[src/rtl/fetch_if.sv]
`default_nettype none
// ============================================================================
// Module   : fetch_if
// Brief    : Fetch-stage bundle: consumer control, ROM port and IR outputs.
// Revision : 1.0 - initial release
// ============================================================================
interface fetch_if #(
    parameter int PC_W = 8,
    parameter int IW   = 16
);
    logic            stall;
    logic            jmp;
    logic [PC_W-1:0] jmp_target;
    logic [PC_W-1:0] rom_addr;
    logic [IW-1:0]   rom_data;
    logic [IW-1:0]   ir;
    logic [PC_W-1:0] ir_pc;
    logic            ir_valid;
    logic            halted;

    // master: the fetch stage itself
    modport master (
        input  stall, jmp, jmp_target, rom_data,
        output rom_addr, ir, ir_pc, ir_valid, halted
    );

    // slave: decode/control logic plus the program ROM
    modport slave (
        output stall, jmp, jmp_target, rom_data,
        input  rom_addr, ir, ir_pc, ir_valid, halted
    );
endinterface
`default_nettype wire

[src/rtl/fetch_stage.sv]
`default_nettype none
// ============================================================================
// Module   : fetch_stage
// Brief    : PC owner and IR stage hiding the one-cycle synchronous ROM read.
//            Optional HALT opcode stop enabled by macro FETCH_HALT_EN.
// Revision : 1.0 - initial release
// ============================================================================
module fetch_stage #(
    parameter int PC_W     = 8,
    parameter int IW       = 16,
    parameter int RESET_PC = 0
) (
    input  wire logic  clk,
    input  wire logic  rst,
    fetch_if.master    bus
);

    localparam logic [3:0] c_OP_HALT = 4'hF;

    logic [PC_W-1:0] r_pc;
    logic [PC_W-1:0] r_pend_pc;
    logic            r_pend;
    logic [IW-1:0]   r_ir;
    logic [PC_W-1:0] r_ir_pc;
    logic            r_ir_valid;
    logic            r_halted;
    logic            w_halt_hit;
    logic [PC_W-1:0] w_rom_addr;

`ifdef FETCH_HALT_EN
    assign w_halt_hit = r_pend && (bus.rom_data[IW-1:IW-4] == c_OP_HALT);
`else
    assign w_halt_hit = 1'b0;
`endif

    // Stall re-presents the in-flight address so the ROM keeps the same word.
    always_comb begin
        w_rom_addr = r_pc;
        if (bus.jmp) begin
            w_rom_addr = bus.jmp_target;
        end else if (bus.stall) begin
            w_rom_addr = r_pend_pc;
        end
    end

    always_ff @(posedge clk or posedge rst) begin
        if (rst) begin
            r_pc       <= PC_W'(RESET_PC);
            r_pend_pc  <= '0;
            r_pend     <= 1'b0;
            r_ir       <= '0;
            r_ir_pc    <= '0;
            r_ir_valid <= 1'b0;
            r_halted   <= 1'b0;
        end else if (r_halted) begin
            r_ir_valid <= 1'b0;
        end else if (bus.jmp) begin
            // In-flight word is dropped; ir_pc keeps the last presented address.
            r_pend_pc  <= bus.jmp_target;
            r_pend     <= 1'b1;
            r_pc       <= bus.jmp_target + 1'b1;
            r_ir       <= '0;
            r_ir_valid <= 1'b0;
        end else if (!bus.stall) begin
            r_ir       <= bus.rom_data;
            r_ir_pc    <= r_pend_pc;
            r_ir_valid <= r_pend;
            r_pend_pc  <= r_pc;
            r_pend     <= 1'b1;
            r_pc       <= r_pc + 1'b1;
            if (w_halt_hit) begin
                r_halted <= 1'b1;
            end
        end
    end

    assign bus.rom_addr = w_rom_addr;
    assign bus.ir       = r_ir;
    assign bus.ir_pc    = r_ir_pc;
    assign bus.ir_valid = r_ir_valid;
    assign bus.halted   = r_halted;

endmodule
`default_nettype wire

[src/flat_wrapper.sv]
// flat-port wrapper written by rule: the top's interface ports become plain ports
module fetch_stage_flat 
#(
    parameter int PC_W     = 8,
    parameter int IW       = 16,
    parameter int RESET_PC = 0
)
  (clk, rst, bus_stall, bus_jmp, bus_jmp_target, bus_rom_data, bus_rom_addr, bus_ir, bus_ir_pc, bus_ir_valid, bus_halted);
  fetch_if #(.PC_W(PC_W), .IW(IW)) bus_i ();
  input  wire logic clk;
  input  wire logic rst;
  input wire logic [$bits(bus_i.stall)-1:0] bus_stall;
  input wire logic [$bits(bus_i.jmp)-1:0] bus_jmp;
  input wire logic [$bits(bus_i.jmp_target)-1:0] bus_jmp_target;
  input wire logic [$bits(bus_i.rom_data)-1:0] bus_rom_data;
  output wire logic [$bits(bus_i.rom_addr)-1:0] bus_rom_addr;
  output wire logic [$bits(bus_i.ir)-1:0] bus_ir;
  output wire logic [$bits(bus_i.ir_pc)-1:0] bus_ir_pc;
  output wire logic [$bits(bus_i.ir_valid)-1:0] bus_ir_valid;
  output wire logic [$bits(bus_i.halted)-1:0] bus_halted;
  assign bus_i.stall = bus_stall;
  assign bus_i.jmp = bus_jmp;
  assign bus_i.jmp_target = bus_jmp_target;
  assign bus_i.rom_data = bus_rom_data;
  assign bus_rom_addr = bus_i.rom_addr;
  assign bus_ir = bus_i.ir;
  assign bus_ir_pc = bus_i.ir_pc;
  assign bus_ir_valid = bus_i.ir_valid;
  assign bus_halted = bus_i.halted;
  fetch_stage #(.PC_W(PC_W), .IW(IW), .RESET_PC(RESET_PC)) u_core (.clk(clk), .rst(rst), .bus(bus_i));
endmodule
[config.mk]
export PLATFORM = sky130hd
export DESIGN_NAME = fetch_stage_flat
export DESIGN_NICKNAME = d
export VERILOG_FILES = /design/src/rtl/fetch_if.sv /design/src/rtl/fetch_stage.sv /design/src/flat_wrapper.sv
export SDC_FILE = /design/constraint.sdc
export NUM_CORES = 1
export LEC_CHECK = 0
export BUFFER_PORTS_ARGS = -buffer_cell sky130_fd_sc_hd__buf_2
export CAP_MARGIN = 10
export CORE_ASPECT_RATIO = 0.8
export CORE_MARGIN = 5
export CORE_UTILIZATION = 46
export DETAILED_ROUTE_END_ITERATION = 6
export MAX_ROUTING_LAYER = met4
export PLACE_DENSITY = 0.8
export SLEW_MARGIN = 30
export SYNTH_ARGS = -nofsm -noshare
export SYNTH_HDL_FRONTEND = slang
export SYNTH_SLANG_ARGS = --single-unit
export TNS_END_PERCENT = 5
[constraint.sdc]
create_clock -name clk -period 1.4 [get_ports clk]
set_input_delay 0.28 -clock clk [delete_from_list [all_inputs] [get_ports clk]]
set_output_delay 0.28 -clock clk [all_outputs]
set_load 0.05 [all_outputs]
=== After elaboration in Yosys (flattened, before gate mapping) ===
Index checks and enable logic that the tools add are counted.

* Register bits: 43
* Bits of input ports: 28
* Logic and storage cells: 28
* Output and inout port bits: 34

* Multiplexer cells: 12
* Add/subtract/negate cells: 2
* Reduce and logical (&&, ||, !) cells: 2
* Equality and inequality tests: 2
* Bitwise operators: 3

{| class="wikitable"
|+ Operators with widths
! operator !! number
|-
| $mux W16 || 2
|-
| $mux W8 || 4
|-
| $add A8 B1 Y8 const B || 2
|-
| $mux W1 || 6
|-
| $ne A3 B1 Y1 const B || 1
|-
| $not A1 Y1 || 3
|-
| $reduce_and A3 Y1 || 1
|-
| $ne A2 B1 Y1 const B || 1
|-
| $reduce_and A2 Y1 || 1
|}

=== Logic depth before layout (Yosys ltp) ===
Gate-level depths: netlist of run 1.

* Depth after elaboration: 3
* Mapped depth: 9

=== Worst setup path before layout of run 1 ===
Ideal clock, no wire load.

* Path kind: in2out
* Start point: in bus_stall
* End point: out bus_rom_addr[6]
* Data required time: 1.120 ns
* Slack: -0.830 ns
* Buffers on the path: 2
* Cell stages on the path: 4
* Arrival: 1.950 ns
* Path through: buf_2 -> buf_2 -> mux2i_1 -> o21ai_0

* Word-level cells in the longest chain between the ends: 2

{| class="wikitable"
|+ RTL lines
! element !! RTL line !! source
|-
| from (decl) || flat_wrapper.sv:12 || <nowiki>input wire logic [$bits(bus_i.stall)-1:0] bus_stall;</nowiki>
|-
| $mux W8 || n/a ||
|-
| $mux W8 || fetch_stage.sv:39 || <nowiki>if (bus.jmp) begin</nowiki>
|-
| to (decl) || flat_wrapper.sv:16 || <nowiki>output wire logic [$bits(bus_i.rom_addr)-1:0] bus_rom_addr;</nowiki>
|}

No other way between the ends.

=== Worst setup path after layout of run 1 ===
* Start point: reg u_core.r_pc[5]
* End point: out bus_rom_addr[5]

* Word-level cells in the longest chain between the ends: 2

{| class="wikitable"
|+ RTL lines
! element !! RTL line !! source
|-
| from (decl) || fetch_stage.sv:20 || <nowiki>logic [PC_W-1:0] r_pc;</nowiki>
|-
| from (signal assigned) || fetch_stage.sv:48 || <nowiki>r_pc <= PC_W'(RESET_PC);</nowiki>
|-
| from (signal assigned) || fetch_stage.sv:61 || <nowiki>r_pc <= bus.jmp_target + 1'b1;</nowiki>
|-
| from (signal assigned) || fetch_stage.sv:70 || <nowiki>r_pc <= r_pc + 1'b1;</nowiki>
|-
| $mux W8 || n/a ||
|-
| $mux W8 || fetch_stage.sv:39 ||
|}

No other way between the ends.

==> qor_table.md, run 1 <==
| Result | This run | Unit |
| --- | --- | --- |
| Post-detailed-route wirelength per cell | 15.3 | um |
| Clock buffers created by TritonCTS | 5 | - |
| Worst clock skew | 0.00381 | ns |
| Design Power | 3600 | uW |
| Instance count of the mapped netlist | 176 | - |
| Depth of the worst register-to-register path | 6 | - |
| Clk Latency, worst-skew pair | 0.30 | ns |
| Netlist area before placement | 0.00201 | mm^2 |
| Endpoint class of the critical path | primary output | - |
| Area growth, synth to finish | 44.3 | % |
| Number of nets with antenna violations after detailed routing | 0 | - |
| CTS tree | yes | - |
| Total gr overflow | 0 | - |
| Worst-path fanout max | 2 | - |
| Starting density of the core | 47.8 | % |
| Clk pin slew, worst setup/hold paths | 0.08 | ns |
| Status | finished, violations left | - |
| Worst Hold Class | primary input to asynchronous set/reset pin | - |
| Total detailed-routing wirelength | 4.89 | mm |
| Total count of hold-check failures in the final report | 0 | - |
| Total number of H-tree levels | 2 | - |
| Die W | 83.9 | um |
| Starting DRT DRC Count | 72 | - |
| Number of flops mapped to enable cells by yosys | 0 | - |
| Global-route wire length before repair | 8.23 | mm |
| Number of buffers added to fix hold violations after cts | 0 | - |
| Number of antenna violations at the first check in global routing | 0 | - |
| Total core area | 0.00420 | mm^2 |
| Final setup fails | 6 | - |
| Diodes inserted | 0 | - |
| Via Count | 1652 | - |
| Data arrival, critical path | 1.22 | ns |
| Number of synthesis warnings | 0 | - |
| Kind of start point of the critical path | flip-flop | - |
| I/O pin total | 62 | - |
| Maximum number of pins on one net before global-route repair | 43 | - |
| Sequential fraction of the synthesis area | 52.3 | % |
| Failing checks | setup timing | - |
| Post-route clock period utilization | 107 | % |
| Instance count after placement with tap cells included | 311 | - |
| GR Util All Layers | 18.0 | % |
| Number of detailed-route iterations in the first pass | 4 | - |
| Async S/R FF share, synth | 100 | % |
| Ratio of cells with drive above 1 in the final layout | 49.4 | % |
| Floorplan row count | 21 | - |
| Synthesized netlist net count | 205 | - |
| Area of the die | 0.00580 | mm^2 |
| Worst reg2reg path endpoint | u_core.r_pc[6] | - |
| Launch instance of the worst register-to-register path | u_core.r_pc[0] | - |
| Leakage power total | 0.00142 | uW |
| Number of clock sinks | 42 | - |
| Maximum number of buffers from clock root to sink | 2 | - |
| Unrepaired setup endpoints after global routing | yes | - |
| Worst setup margin | -0.0976 | ns |
| Vias in the first global route | 1746 | - |
| Gpl congestion | 0.889 | - |
| Most frequent standard cell in the layout excluding fill and tap cells | buf_2 | - |
| Final number of max-transition violations | 0 | - |
| Worst EP required | 1.12 | ns |
| Highest-count cells in the layout ignoring fill and taps | buf_2, dfrtp_1, buf_4 | - |
| Max Cap Violations | 0 | - |
| Routed via count divided by cell count | 5.16 | - |
| Cell chosen for the clock root | clkbuf_8 | - |
| Port bufs | 60 | - |
| Peak supply drop | 0.000762 | V |
| Top achievable clock speed | 668 | MHz |
| Residual DRC | 0 | - |
| Worst setup slack for register-to-register paths | -0.05 | ns |
| Synth unique cells | 36 | - |
| Number of standard cells in the final layout excluding fillers | 320 | - |
| Total of flip-flops plus latches after synthesis | 42 | - |
| DPL Wire Length | 3.66 | mm |
| Syn Area/Cell | 11.4 | um^2 |
| Power density normalized to cell area | 1240 | mW/mm^2 |
| Critical path type | flip-flop to primary output | - |
| Min Tclk post-route | 1.50 | ns |
| Top FF cell, synth | dfrtp_1 | - |
| NumNets Final | 291 | - |
| Height of the die | 69.1 | um |
[where the power goes]
part	switching, uW	leakage, uW	internal [uW]
Sequential	98.2	0.000515	1360
Combinational	749	0.000852	448
Clock	414	0.0000514	532
[registers in the layout (all words and copies together), names as in the netlist]
signal and count:
u_core.r_pc 8, u_core.bus.ir_valid 1, u_core.r_pend_pc 8, u_core.bus.ir_pc 8
u_core.r_pend 1, u_core.bus.ir 16
[timing repair]
item                       in CTS  in global routing
pin swaps                       2                  0
setup endpoints to repair      12                 13
setup buffers                   1                  0
gates resized for setup        24                  8
[cell families after synthesis]
group	after synthesis	share of synthesized area, %
buffers and inverters	15	3.42
XOR/XNOR	10	4.36
flip-flops	42	52.3
multiplexers	36	18.5
adder cells (fa/ha/maj)	1	0.622
AO/OA/AOI/OAI	24	7.97
other	1	0.187
AND/OR/NAND/NOR	47	12.6
[final cells by class]
class                      count  area (um^2)
clock buffer                   6         72.6
clock inverter                 2         37.5
fill                         334         1300
inverter                       5         18.8
multi-input combinational    119         1030
sequential                    42         1050
tap                           57         71.3
timing repair buffer          89          621
[metrics by stage]
step | hold slack [ns] | setup slack [ns] | util, % | setup TNS [ns] | area (um^2)
finish | 0.0264 | -0.0976 | 69.0 | -0.301 | 2900
global placement | 0.353 | -0.130 | 63.4 | -0.857 | 2670
CTS | 0.0291 | -0.123 | 68.2 | -0.445 | 2870
detailed placement | 0.355 | -0.195 | 63.4 | -1.17 | 2670
global route | 0.0562 | -0.157 | 69.0 | -0.990 | 2900
floorplan | 0.361 | -0.0405 | - | -0.305 | 2130
[worst max-delay path by stage]
stage | start | to | slack, ns | cells after the start
final | u_core.r_pc[5] | bus_rom_addr[5] | -0.1 | 4
after global routing | u_core.r_pc[5] | bus_rom_addr[5] | -0.16 | 4
after CTS | u_core.r_pc[5] | bus_rom_addr[5] | -0.12 | 4
after detailed placement | bus_jmp | u_core.r_pc[6] | -0.20 | 7
after global placement | bus_jmp | u_core.r_pc[7] | -0.13 | 6
after floorplan | bus_jmp | u_core.r_pc[6] | -0.04 | 9
[cells in the mapped netlist (2+ instances only)]
library cell / count / area (um^2)
dfrtp_1: 42 / 1050
mux2i_1: 26 / 260
nor2_1: 18 / 67.6
mux2_2: 10 / 113
nand2_1: 10 / 37.5
o21ai_0: 9 / 45.0
xnor2_1: 8 / 70.1
a21oi_1: 7 / 35.0
buf_2: 7 / 35.0
inv_1: 5 / 18.8
nand3_1: 4 / 20.0
nand2b_1: 3 / 18.8
nor2b_1: 3 / 18.8
xor2_1: 2 / 17.5
[metal layers]
layer / vias to the layer above / routed length, um / global-route usage, %
li1: 779 / - / -
met1: 803 / 2110 / 22.9
met2: 59 / 2310 / 28.0
met3: 11 / 346 / 4.64
met4: 0 / 114 / 6.43
met5: - / 0 / -
[worst max-delay path, cell delays in order (launching register included)]
cell and delay [ns]:
dfrtp_1 0.39, nor2b_4 0.14, a211oi_4 0.19, a21oi_4 0.05
buf_6 0.15
Note: power is estimated with default switching activity, not from simulation.
==> run 2: changes to the inputs <==
- ABC_AREA: default -> 1
- CORE_UTILIZATION: 46 -> 44
- PLACE_DENSITY: 0.8 -> 0.79
- SLEW_MARGIN: 30 -> 20
==> qor_table.md, run 2 <==
| Result | This run | Unit | Delta |
| --- | --- | --- | --- |
| DPL Wire Length | 3.31 | mm | -9.6% |
| Failing checks | setup timing | - |  |
| Synthesized netlist net count | 215 | - | +4.9% |
| Area growth, synth to finish | 37.7 | % |  |
| Number of flops mapped to enable cells by yosys | 0 | - | unchanged |
| Leakage power total | 0.00132 | uW | -7.1% |
| Top achievable clock speed | 662 | MHz | -0.92% |
| Endpoint class of the critical path | primary output | - |  |
| I/O pin total | 62 | - | unchanged |
| Number of detailed-route iterations in the first pass | 4 | - | unchanged |
| Sequential fraction of the synthesis area | 59.1 | % | +6.8 points |
| Clk pin slew, worst setup/hold paths | 0.08 | ns | about the same |
| Top FF cell, synth | dfrtp_1 | - |  |
| Starting DRT DRC Count | 74 | - | +2.8% |
| Worst Setup Slack post-DPL | -0.193 | ns | +0.00212 ns |
| Cell Chain, Critical Path | nand2_1 -> o211ai_1 -> buf_4 | - |  |
| Synth unique cells | 20 | - | -44% |
| Worst clock skew | 0.00411 | ns | +0.000306 ns |
| Instance count of the mapped netlist | 186 | - | +5.7% |
| Yosys top cell by area | dfrtp_1 | - |  |
| Highest-count cells in the layout ignoring fill and taps | nand2_1, buf_2, dfrtp_1 | - |  |
| Ranking of synthesized cells by instance count | nand2_1, dfrtp_1, a22o_1 | - |  |
| Total number of H-tree levels | 2 | - | unchanged |
| Worst Hold Class | primary input to asynchronous set/reset pin | - |  |
| Unrepaired setup endpoints after global routing | yes | - |  |
| Depth of the worst register-to-register path | 6 | - | unchanged |
| Sum of negative setup slack | -0.445 | ns | -0.144 ns |
| Share of the synthesized area in the top cell type | 59.1 | % | +6.8 points |
| Vias in the first global route | 1642 | - | -6.0% |
| Cell types with the largest area share after synthesis | dfrtp_1, nand2_1, a22o_1 | - |  |
| Post-CTS setup buffer count | 0 | - | -1 |
| Clk Latency, worst-skew pair | 0.28 | ns | -0.02 ns |
| Height of the die | 66.9 | um | -3.3% |
| Number of antenna violations at the first check in global routing | 0 | - | unchanged |
| Port bufs | 60 | - | unchanged |
| Min Tclk post-route | 1.51 | ns | +0.0140 ns |
| Worst EP required | 1.12 | ns | about the same |
| Routed via count divided by cell count | 4.88 | - | -5.5% |
| Cell type of the slowest stage on the worst timing path | dfrtp_1 | - |  |
| Status | finished, violations left | - |  |
| Kind of start point of the critical path | flip-flop | - |  |
| Count of filler cells inserted in the layout | 342 | - | +2.4% |
| Count of cell instances traversed by the critical path | 3 | - | -1 |
| Final setup fails | 8 | - | +2 |
| Die W | 81.1 | um | -3.4% |
| Starting density of the core | 46.1 | % | -1.7 points |
| Maximum cell stage delay along the critical path | 0.37 | ns | -0.02 ns |
| Number of buffers added to fix hold violations after cts | 0 | - | unchanged |
| Maximum number of buffers from clock root to sink | 2 | - | unchanged |
| Maximum number of pins on one net before global-route repair | 43 | - | unchanged |
| Worst setup margin | -0.112 | ns | -0.0140 ns |
| Total core area | 0.00385 | mm^2 | -8.3% |
| Diodes inserted | 0 | - | unchanged |
| Netlist area before placement | 0.00178 | mm^2 | -12% |
| GR Util All Layers | 19.0 | % | +1.0 points |
| Max reg flops | 16 | - | unchanged |
| Post-route clock period utilization | 108 | % | +1.0 points |
| Data arrival, critical path | 1.23 | ns | about the same |
| Via Count | 1575 | - | -4.7% |
| Syn Area/Cell | 9.56 | um^2 | -16% |
| Area of the die | 0.00542 | mm^2 | -6.6% |
| Count of buffering cells on the critical path with inverters included | 1 | - | unchanged |
| Global-route wire length before repair | 7.62 | mm | -7.4% |
| Total of flip-flops plus latches after synthesis | 42 | - | unchanged |
| Max Cap Violations | 0 | - | unchanged |
| Worst-path fanout max | 2 | - | unchanged |
| Final number of max-transition violations | 0 | - | unchanged |
| Number of clock sinks | 42 | - | unchanged |
| Async S/R FF share, synth | 100 | % | unchanged |
| Total detailed-routing wirelength | 4.51 | mm | -7.6% |
| Most frequent standard cell in the layout excluding fill and tap cells | nand2_1 | - |  |
| Peak supply drop | 0.000700 | V | -8.1% |
| Gpl congestion | 0.878 | - | -1.3% |
| Ratio of cells with drive above 1 in the final layout | 39.6 | % | -9.9 points |
| Residual DRC | 0 | - | unchanged |
| CTS tree | yes | - |  |
| Cell chosen for the clock root | clkbuf_8 | - |  |
| Most common cell in the netlist | nand2_1 | - |  |
| NumNets Final | 296 | - | +1.7% |
| Number of synthesis warnings | 0 | - | unchanged |
| Total count of hold-check failures in the final report | 0 | - | unchanged |
| Power density normalized to cell area | 1240 | mW/mm^2 | +0.35% |
| Critical path type | flip-flop to primary output | - |  |
| Clock buffers created by TritonCTS | 5 | - | unchanged |
| Total gr overflow | 0 | - | unchanged |
| Area of combinational cells with multiple inputs | 658 | um^2 | -36% |
| Sequential cell area | 0.00105 | mm^2 | -0.24% |
| Floorplan row count | 20 | - | -4.8% |
| Number of nets with antenna violations after detailed routing | 0 | - | unchanged |
| Post-detailed-route wirelength per cell | 14.0 | um | -8.5% |
| CP top delay family | flip-flops | - |  |
-- run 2: cell count changes after synthesis, moves of 10 or more --
cell / delta
nor2_1: -12
mux2_2: -10
a22o_1: +16
nand2_1: +55
mux2i_1: -26
-- run 2: routing by layer --
metal | track usage (%) | routed length, um | vias to the layer above
met1 | 23.9 | 2050 | 730
met2 | 30.3 | 2130 | 59
met4 | 7.59 | 59 | 0
li1 | - | - | 780
met3 | 3.92 | 269 | 6
met5 | - | 0 | -
-- run 2: layout make-up --
cell class / instances / share of cell area, %
repair buffers: 83 / 21.7
clock inverters: 2 / 0.562
well taps: 55 / 2.81
clock buffers: 6 / 2.96
multi-input cells: 121 / 26.9
flip-flops and latches: 42 / 42.9
inverters: 14 / 2.20
-- run 2: timing repair --
item	CTS	global route
pin swaps	1	5
gates resized for setup	14	9
endpoints found under the setup margin	8	11
gates cloned	0	0
-- run 2: per-stage QoR --
| step | utilization (%) | std cells | hold WS, ns | total power [uW] | instance area [um^2] |
|---|---|---|---|---|---|
| after floorplan | - | 186 | 0.419 | 2020 | 1830 |
| after global placement | 59.8 | 315 | 0.352 | 2260 | 2300 |
| after detailed placement | 59.8 | 315 | 0.356 | 2280 | 2300 |
| after CTS | 63.0 | 323 | 0.0421 | 3060 | 2430 |
| after global routing | 63.5 | 323 | 0.0596 | 3220 | 2450 |
| final | 63.5 | 323 | 0.0393 | 3050 | 2450 |
-- run 2: worst reg2reg max path: cells and delay by family, from the launching register on --
kind | cells | cell delay, ns
AO/OA/AOI/OAI | 1 | 0.10
flip-flops | 1 | 0.41
AND/OR/NAND/NOR | 4 | 0.45
adder cells (fa/ha/maj) | 1 | 0.20
-- run 2: power by group --
part           internal [uW]  leakage (uW)  switching [uW]
Sequential              1340      0.000530            64.1
Clock                    352     0.0000452             392
Combinational            279      0.000743             622
Total                   1970       0.00132            1080
-- run 2: path summary, 6_finish.rpt --
kind / from / end / slack [ns]
setup / recovery: u_core.r_pc[5] / bus_rom_addr[5] / -0.11
hold / removal: rst / u_core.bus.ir[14] / 0.04
setup reg to reg: u_core.r_pc[1] / u_core.r_pc[2] / 0.11
hold reg to reg: u_core.r_pend / u_core.r_pend / 0.45
max in group asynchronous: rst / u_core.r_pc[3] / 1.16
min in group clk: bus_rom_data[5] / u_core.bus.ir[5] / 0.23
-- run 2: cell families (layout without fill, tap and decap cells) --
family / Yosys count / after routing / synth area share (%)
DFF: 42 / 42 / 59.1
other: 1 / 1 / 0.211
and+or+nand+nor: 84 / 84 / 19.1
buffers and inverters: 23 / 105 / 6.05
adders and majority gates: 1 / 1 / 0.704
AOI/OAI and AO/OA: 35 / 35 / 14.8
